File: config.mk
export PLATFORM = sky130hd
export DESIGN_NAME = cache_instrucoes_refill
export DESIGN_NICKNAME = d
export VERILOG_FILES = /design/src/rtl/cache_instrucoes_refill.sv
export SDC_FILE = /design/constraint.sdc
export NUM_CORES = 1
export LEC_CHECK = 0
export ABC_AREA = 1
export CAP_MARGIN = 25
export CORE_UTILIZATION = 37
export CTS_CLUSTER_SIZE = 12
export DETAILED_ROUTE_END_ITERATION = 8
export PLACE_DENSITY = 0.55
export RECOVER_POWER = 25
export SYNTH_ARGS = -nofsm -noshare
export SYNTH_HDL_FRONTEND = slang
export SYNTH_SLANG_ARGS = --single-unit
File: constraint.sdc
create_clock -name clock -period 4.1 [get_ports clock]
set_input_delay 1.23 -clock clock [delete_from_list [all_inputs] [get_ports clock]]
set_output_delay 1.23 -clock clock [all_outputs]
set_load 0.05 [all_outputs]
File: src/rtl/cache_instrucoes_refill.sv
// Direct-mapped instruction cache with a built-in line-refill engine.
// Sits between the IF stage and instruction memory. On a miss it stalls the
// pipeline, fetches the whole line one word per beat over a req/ack port,
// marks the line valid and resumes. A one-cycle flush invalidates every line.
//
// Ports
//   clock                     system clock, rising edge
//   reset_n                   asynchronous reset, active low
//   PC                        fetch address (PC[1:0] ignored)
//   flush                     invalidate all lines, aborts a refill in flight
//   stall_cache_instrucoes    1 = instruction not available, hold PC
//   instrucao_do_processador  fetched instruction, 0 while stalled
//   mem_req / mem_addr        refill beat request and its word-aligned address
//   mem_ack / mem_rdata       beat accepted, data valid in the same cycle
//
// FSM states
//   state    | meaning
//   S_IDLE   | serving hits; a miss latches the line and starts a refill
//   S_REFILL | requesting beats of the latched line until the last one is acked

module cache_instrucoes_refill #(
  parameter int NUM_LINES      = 8,
  parameter int WORDS_PER_LINE = 2,
  parameter int ADDR_WIDTH     = 32
) (
  input  logic                  clock,
  input  logic                  reset_n,
  input  logic [ADDR_WIDTH-1:0] PC,
  input  logic                  flush,
  output logic                  stall_cache_instrucoes,
  output logic [31:0]           instrucao_do_processador,
  output logic                  mem_req,
  output logic [ADDR_WIDTH-1:0] mem_addr,
  input  logic                  mem_ack,
  input  logic [31:0]           mem_rdata
);

  localparam int WORD_BITS = $clog2(WORDS_PER_LINE);
  localparam int OFF_BITS  = WORD_BITS + 2;
  localparam int IDX_BITS  = $clog2(NUM_LINES);
  localparam int TAG_BITS  = ADDR_WIDTH - IDX_BITS - OFF_BITS;
  localparam int WSEL_BITS = (WORD_BITS > 0) ? WORD_BITS : 1;
  localparam logic [WSEL_BITS-1:0] LAST_BEAT = WSEL_BITS'(WORDS_PER_LINE - 1);

  typedef enum logic {
    S_IDLE,
    S_REFILL
  } state_t;

  state_t state_q, next_state;

  logic [TAG_BITS-1:0]  pc_tag;
  logic [IDX_BITS-1:0]  pc_index;
  logic [WSEL_BITS-1:0] pc_word;

  logic [TAG_BITS-1:0]  lat_tag_q;
  logic [IDX_BITS-1:0]  lat_index_q;
  logic [WSEL_BITS-1:0] beat_q;
  logic [NUM_LINES-1:0] valid_q;

  logic [TAG_BITS-1:0] tag_array  [NUM_LINES];
  logic [31:0]         data_array [NUM_LINES][WORDS_PER_LINE];

  logic hit;
  logic start_refill;
  logic beat_write;
  logic line_done;
  logic unused_pc_bits;

  assign pc_tag         = PC[ADDR_WIDTH-1 -: TAG_BITS];
  assign pc_index       = PC[OFF_BITS +: IDX_BITS];
  assign unused_pc_bits = ^PC[1:0];

  generate
    if (WORD_BITS > 0) begin : g_multi_word
      assign pc_word  = PC[2 +: WORD_BITS];
      assign mem_addr = {lat_tag_q, lat_index_q, beat_q, 2'b00};
    end else begin : g_single_word
      assign pc_word  = '0;
      assign mem_addr = {lat_tag_q, lat_index_q, 2'b00};
    end
  endgenerate

  assign hit = valid_q[pc_index] && (tag_array[pc_index] == pc_tag);

  assign stall_cache_instrucoes   = (state_q != S_IDLE) || !hit;
  assign instrucao_do_processador = stall_cache_instrucoes ? 32'h0
                                                           : data_array[pc_index][pc_word];
  assign mem_req = (state_q == S_REFILL);

  always_ff @(posedge clock or negedge reset_n) begin
    if (!reset_n) state_q <= S_IDLE;
    else          state_q <= next_state;
  end

  // flush wins over both miss detection and last-beat completion; an ack
  // arriving together with flush is dropped.
  always_comb begin
    next_state   = state_q;
    start_refill = 1'b0;
    beat_write   = 1'b0;
    line_done    = 1'b0;
    case (state_q)
      S_IDLE: begin
        if (!flush && !hit) begin
          start_refill = 1'b1;
          next_state   = S_REFILL;
        end
      end
      S_REFILL: begin
        if (flush) begin
          next_state = S_IDLE;
        end else if (mem_ack) begin
          beat_write = 1'b1;
          if (beat_q == LAST_BEAT) begin
            line_done  = 1'b1;
            next_state = S_IDLE;
          end
        end
      end
      default: next_state = S_IDLE;
    endcase
  end

  always_ff @(posedge clock or negedge reset_n) begin
    if (!reset_n) begin
      valid_q     <= '0;
      lat_tag_q   <= '0;
      lat_index_q <= '0;
      beat_q      <= '0;
    end else begin
      if (flush) begin
        valid_q <= '0;
      end else if (start_refill) begin
        // cleared at the miss so a partially written line can never hit
        valid_q[pc_index] <= 1'b0;
      end else if (line_done) begin
        valid_q[lat_index_q] <= 1'b1;
      end

      if (start_refill) begin
        lat_tag_q   <= pc_tag;
        lat_index_q <= pc_index;
        beat_q      <= '0;
      end else if (beat_write) begin
        beat_q <= beat_q + 1'b1;
      end
    end
  end

  // Arrays carry no reset: their contents are don't-care while invalid.
  always_ff @(posedge clock) begin
    if (beat_write) data_array[lat_index_q][beat_q] <= mem_rdata;
    if (line_done)  tag_array[lat_index_q]          <= lat_tag_q;
  end

endmodule
==> impl_summary.txt <==
----------------------------------------------------
[Run status]
  Result of the run ... finished, violations left
  Failing checks ... max-capacitance violations, max-slew violations, negative setup slack

[Logic synthesis]
  Sequential element share of the synthesized area ... 76.3%
  Mean cell area of the mapped netlist ... 13.4 um2
  Yosys top cell area share ... 73.0%
  Library cell with the largest summed area after synthesis ... sky130_fd_sc_hd__edfxtp_1
  Register bit total from synthesis ... approximately 760
  Synth unique cells ... 40
  Top cells by area, synth ... sky130_fd_sc_hd__edfxtp_1 (73%), sky130_fd_sc_hd__nand2_1 (4.9%), sky130_fd_sc_hd__o22ai_1 (3.6%)
  Count of warnings emitted by yosys ... 0
  Number of standard cells after synthesis ... 2207
  Cell area after synthesis ... 29600 um2

[GRT]
  GR Layer Usage met3 ... 3.56%
  Maximum number of pins on one net before global-route repair ... just over 40
  Via count of the first global-routing pass ... 19100
  GR Layer Usage met2 ... 33.9%
  Grt met1 use ... 27.2%
  GR Util All Layers ... roughly a fifth
  First-pass GRT wire length ... 123000 um
  Total congestion overflow ... 0
  Most used routing layer in global routing ... met2
  Antenna violations before repair ... 9

[Die]
  Initial cell density of the core ... a little under two fifths
  Core outline area ... 79100 um2
  Total I/O pin count ... 134
  Horizontal extent of the die ... between 200 and 300 um
  Cell Rows ... 103
  Die area ... a little over 80000 um2
  Vertical die dimension ... 285 um

[Power]
  Switching share of power ... between 20% and 30%
  Total power per unit cell area ... 471 nW/um2
  Share of total power in the clock network ... about two fifths
  Switching pwr ... 4350 uW
  Leakage ... 0.0137 uW
  Peak supply drop ... 0.306 mV
  Internal cell power ... 13500 uW
  Register share of total power ... just over 50%
  Proportion of power drawn by combinational gates ... about a tenth

[Worst hold path]
  Class of the tightest hold or removal check ... reg -> reg

[Clocking]
  Clock transition at path regs ... 0.05 ns
  Number of buffers created by CTS ... just over 80
  Clock tree from TritonCTS ... done
  TritonCTS Sinks ... between 700 and 800
  Worst-Skew Late Latency ... 0.65 ns
  Root buffer selected by CTS ... sky130_fd_sc_hd__clkbuf_16
  Maximum level of the CTS H-tree ... 3
  CTS Hold Bufs ... 0
  Maximum root-to-sink buffer count ... 3

[Drt]
  Drc violations ... 0
  Drt wl/cell ... 23.0 um
  Antenna viol nets, final ... 0
  Total detailed-routing wirelength ... 84300 um
  Via count ... 19100
  Via count normalized by instance count ... 5.22
  DR pass1 iterations ... 5
  Violation count after the first detailed-route iteration ... roughly 1800

[Timing]
  Final-report hold violation count ... 0
  Max-slew violation count ... 23
  Least-Margin Pin Slew ... about 1.8 ns
  Layout Skew ... 0.0506 ns
  Setup repair after global routing missed its margin ... yes
  Accumulated negative setup slack ... -21.46 ns
  Setup violations, final ... 33
  Max-Slew Margin vs Limit ... -22.1%
  Min Clock Period, post-route ... about 4.8 ns
  Maximum operating frequency ... 209 MHz
  Slack of the critical path ... -0.686 ns
  Period Utilization, post-route ... 117%

[Cells and area]
  Fraction of layout instances using a drive strength above 1 ... 19.0%
  Number of nets in the finished design ... around 2600
  P&R area growth vs syn ... 27.9%
  Post-Route Utilization ... 47.9%

[Placement]
  Routability cong. ... 0.871
  Placement-stage worst setup slack ... -1.44 ns
  Half-perimeter wire length after placement ... 47300 um
  Count of port buffers added during placement ... 129

[Critical path]
  Sort of element at the end of the critical path ... primary output
  Category of the worst setup path launch point ... input pin
  Maximum fanout count along the critical path ... 9
  Required time at the worst-slack endpoint ... roughly 2.9 ns
  Crit Path Class ... in -> out
  Internal reg-to-reg setup slack ... around 1.8 ns
  WP data arrival ... between 3 and 4 ns

[Job]
  Max capacitance violation total ... 1

----------------------------------------------------
layout by cell type (no fill, tap or decap), types with 5 or more instances in the layout:
cell type,count
sky130_fd_sc_hd__buf_12,92
sky130_fd_sc_hd__buf_16,5
sky130_fd_sc_hd__buf_4,148
sky130_fd_sc_hd__buf_6,10
sky130_fd_sc_hd__bufinv_16,5
sky130_fd_sc_hd__clkbuf_1,36
sky130_fd_sc_hd__clkbuf_16,87
sky130_fd_sc_hd__clkdlybuf4s50_1,80
sky130_fd_sc_hd__clkinv_1,9
sky130_fd_sc_hd__clkinv_2,10
sky130_fd_sc_hd__dfrtp_1,39
sky130_fd_sc_hd__dlygate4sd3_1,11
sky130_fd_sc_hd__edfxtp_1,720
sky130_fd_sc_hd__inv_1,180
sky130_fd_sc_hd__nand2_1,367
sky130_fd_sc_hd__nand2_2,21
sky130_fd_sc_hd__nand3_1,99
sky130_fd_sc_hd__nand3b_1,8
sky130_fd_sc_hd__nor2_1,165
sky130_fd_sc_hd__nor2_4,59
sky130_fd_sc_hd__nor3_1,6
sky130_fd_sc_hd__nor3_2,5
sky130_fd_sc_hd__nor4_1,7
sky130_fd_sc_hd__o21ai_0,46
sky130_fd_sc_hd__o21ai_1,46
sky130_fd_sc_hd__o21bai_1,6
sky130_fd_sc_hd__o221ai_1,13
sky130_fd_sc_hd__o22a_1,24
sky130_fd_sc_hd__o22ai_1,169
sky130_fd_sc_hd__o41ai_1,54
sky130_fd_sc_hd__or2_0,6
sky130_fd_sc_hd__or2_2,11
timing repair:
item                                    4_1_cts  5_1_grt
endpoints found under the setup margin       33       33
pin swaps                                    25       33
setup buffers                                21        6
gates cloned                                  6        4
gates resized for setup                      42       52
final cells by class:
cell class,count,area [um2]
fillers,6887,41200
clock buffers,119,2230
repair buffers,356,4290
well taps,1050,1310
inverters,185,724
clock inverters,31,357
flip-flops and latches,759,22600
multi-input cells,1157,6370
diodes,4,10.0
sequential cells by signal, indices dropped and copies added, names as in the netlist:
signal       count
beat_q           1
data_array     512
lat_index_q      3
lat_tag_q       26
mem_req          1
tag_array      208
valid_q          8
worst max-delay path, stage by stage:
cell and delay [ns]:
sky130_fd_sc_hd__buf_6 0.10, sky130_fd_sc_hd__buf_12 0.14, sky130_fd_sc_hd__clkinv_8 0.07, sky130_fd_sc_hd__nor2_4 0.04, sky130_fd_sc_hd__buf_4 0.17, sky130_fd_sc_hd__nand2_4 0.07
sky130_fd_sc_hd__nor2_1 0.04, sky130_fd_sc_hd__nor2_1 0.08, sky130_fd_sc_hd__nand2_1 0.07, sky130_fd_sc_hd__nor2_2 0.14, sky130_fd_sc_hd__buf_6 0.13, sky130_fd_sc_hd__o21ai_0 0.10
sky130_fd_sc_hd__nor2_1 0.10, sky130_fd_sc_hd__nand3b_1 0.09, sky130_fd_sc_hd__nor2_1 0.15, sky130_fd_sc_hd__nand3b_1 0.14, sky130_fd_sc_hd__buf_12 0.20, sky130_fd_sc_hd__buf_16 0.19
sky130_fd_sc_hd__nor2_4 0.12, sky130_fd_sc_hd__buf_12 0.15
power groups by stage:
stage,combinational (uW),sequential [uW],clock [uW]
3_5_place_dp,1620,9190,0
4_1_cts,1680,9020,7240
2_1_floorplan,605,9350,0
3_3_place_gp,1600,9160,0
5_1_grt,1820,9050,7560
6_report,1720,9030,7120
metal layers:
metal | vias to the layer above | routed length [um]
met1 | 9602 | 35600
li1 | 8722 | -
met2 | 636 | 41200
met3 | 157 | 5220
met4 | 8 | 2250
met5 | - | 49
synth_stat cells:
library cell and n:
sky130_fd_sc_hd__buf_2 26, sky130_fd_sc_hd__nor2_8 3, sky130_fd_sc_hd__o22a_1 24, sky130_fd_sc_hd__a21oi_1 3, sky130_fd_sc_hd__or2_0 6, sky130_fd_sc_hd__inv_4 3, sky130_fd_sc_hd__nand3_1 101, sky130_fd_sc_hd__nor2_2 1
sky130_fd_sc_hd__nor3_1 11, sky130_fd_sc_hd__o21bai_1 6, sky130_fd_sc_hd__nand4_1 4, sky130_fd_sc_hd__o21ai_1 48, sky130_fd_sc_hd__nand2_4 2, sky130_fd_sc_hd__buf_1 17, sky130_fd_sc_hd__nor2_1 225, sky130_fd_sc_hd__or2_2 11
sky130_fd_sc_hd__clkbuf_1 40, sky130_fd_sc_hd__nand3_2 1, sky130_fd_sc_hd__nand3b_1 8, sky130_fd_sc_hd__o21a_1 2, sky130_fd_sc_hd__dfrtp_1 39, sky130_fd_sc_hd__and3_1 1, sky130_fd_sc_hd__nand2_2 1, sky130_fd_sc_hd__buf_4 10
sky130_fd_sc_hd__inv_1 181, sky130_fd_sc_hd__nand2_1 389, sky130_fd_sc_hd__o21ai_2 1, sky130_fd_sc_hd__conb_1 1, sky130_fd_sc_hd__nor4_1 7, sky130_fd_sc_hd__o221ai_1 13, sky130_fd_sc_hd__buf_6 16, sky130_fd_sc_hd__nor3b_1 2
sky130_fd_sc_hd__o21ai_0 49, sky130_fd_sc_hd__o211ai_1 4, sky130_fd_sc_hd__o22ai_1 169, sky130_fd_sc_hd__inv_2 1, sky130_fd_sc_hd__o41ai_1 56, sky130_fd_sc_hd__edfxtp_1 720, sky130_fd_sc_hd__o2111ai_1 1, sky130_fd_sc_hd__or2_1 4
path summary, 6_finish.rpt:
path | start | to | cells after the start
setup / recovery | PC[4] | instrucao_do_processador[15] | 20
hold / removal | beat_q$_DFFE_PN0P_ | beat_q$_DFFE_PN0P_ | 2
setup reg to reg | tag_array[0][16]$_DFFE_PP_ | valid_q[0]$_DFFE_PN0P_ | 15
hold reg to reg | beat_q$_DFFE_PN0P_ | beat_q$_DFFE_PN0P_ | 2
max in group asynchronous | reset_n | mem_req$_DFF_PN0_ | 2
min in group asynchronous | reset_n | lat_tag_q[13]$_DFFE_PN0N_ | 1
stage by stage:
step | area, um2 | hold WS [ns] | power, uW | std cells
after detailed placement | 34500 | 0.525 | 10800 | 3472
after global routing | 37900 | 0.567 | 18400 | 3660
after floorplan | 29900 | 0.500 | 9960 | 2208
after global placement | 34500 | 0.513 | 10800 | 3472
after CTS | 37600 | 0.544 | 17900 | 3649
final | 37900 | 0.542 | 17900 | 3661
logic make-up (layout without fill, tap and decap cells):
logic type / after synthesis / in the layout / share of synthesized area [%]
simple gates: 777 / 779 / 11.0
flops: 759 / 759 / 76.3
compound gates: 376 / 376 / 8.37
buf+inv: 294 / 691 / 4.39
other cells: 1 / 6 / 0.0127
Power figures use the tool's default switching activity.
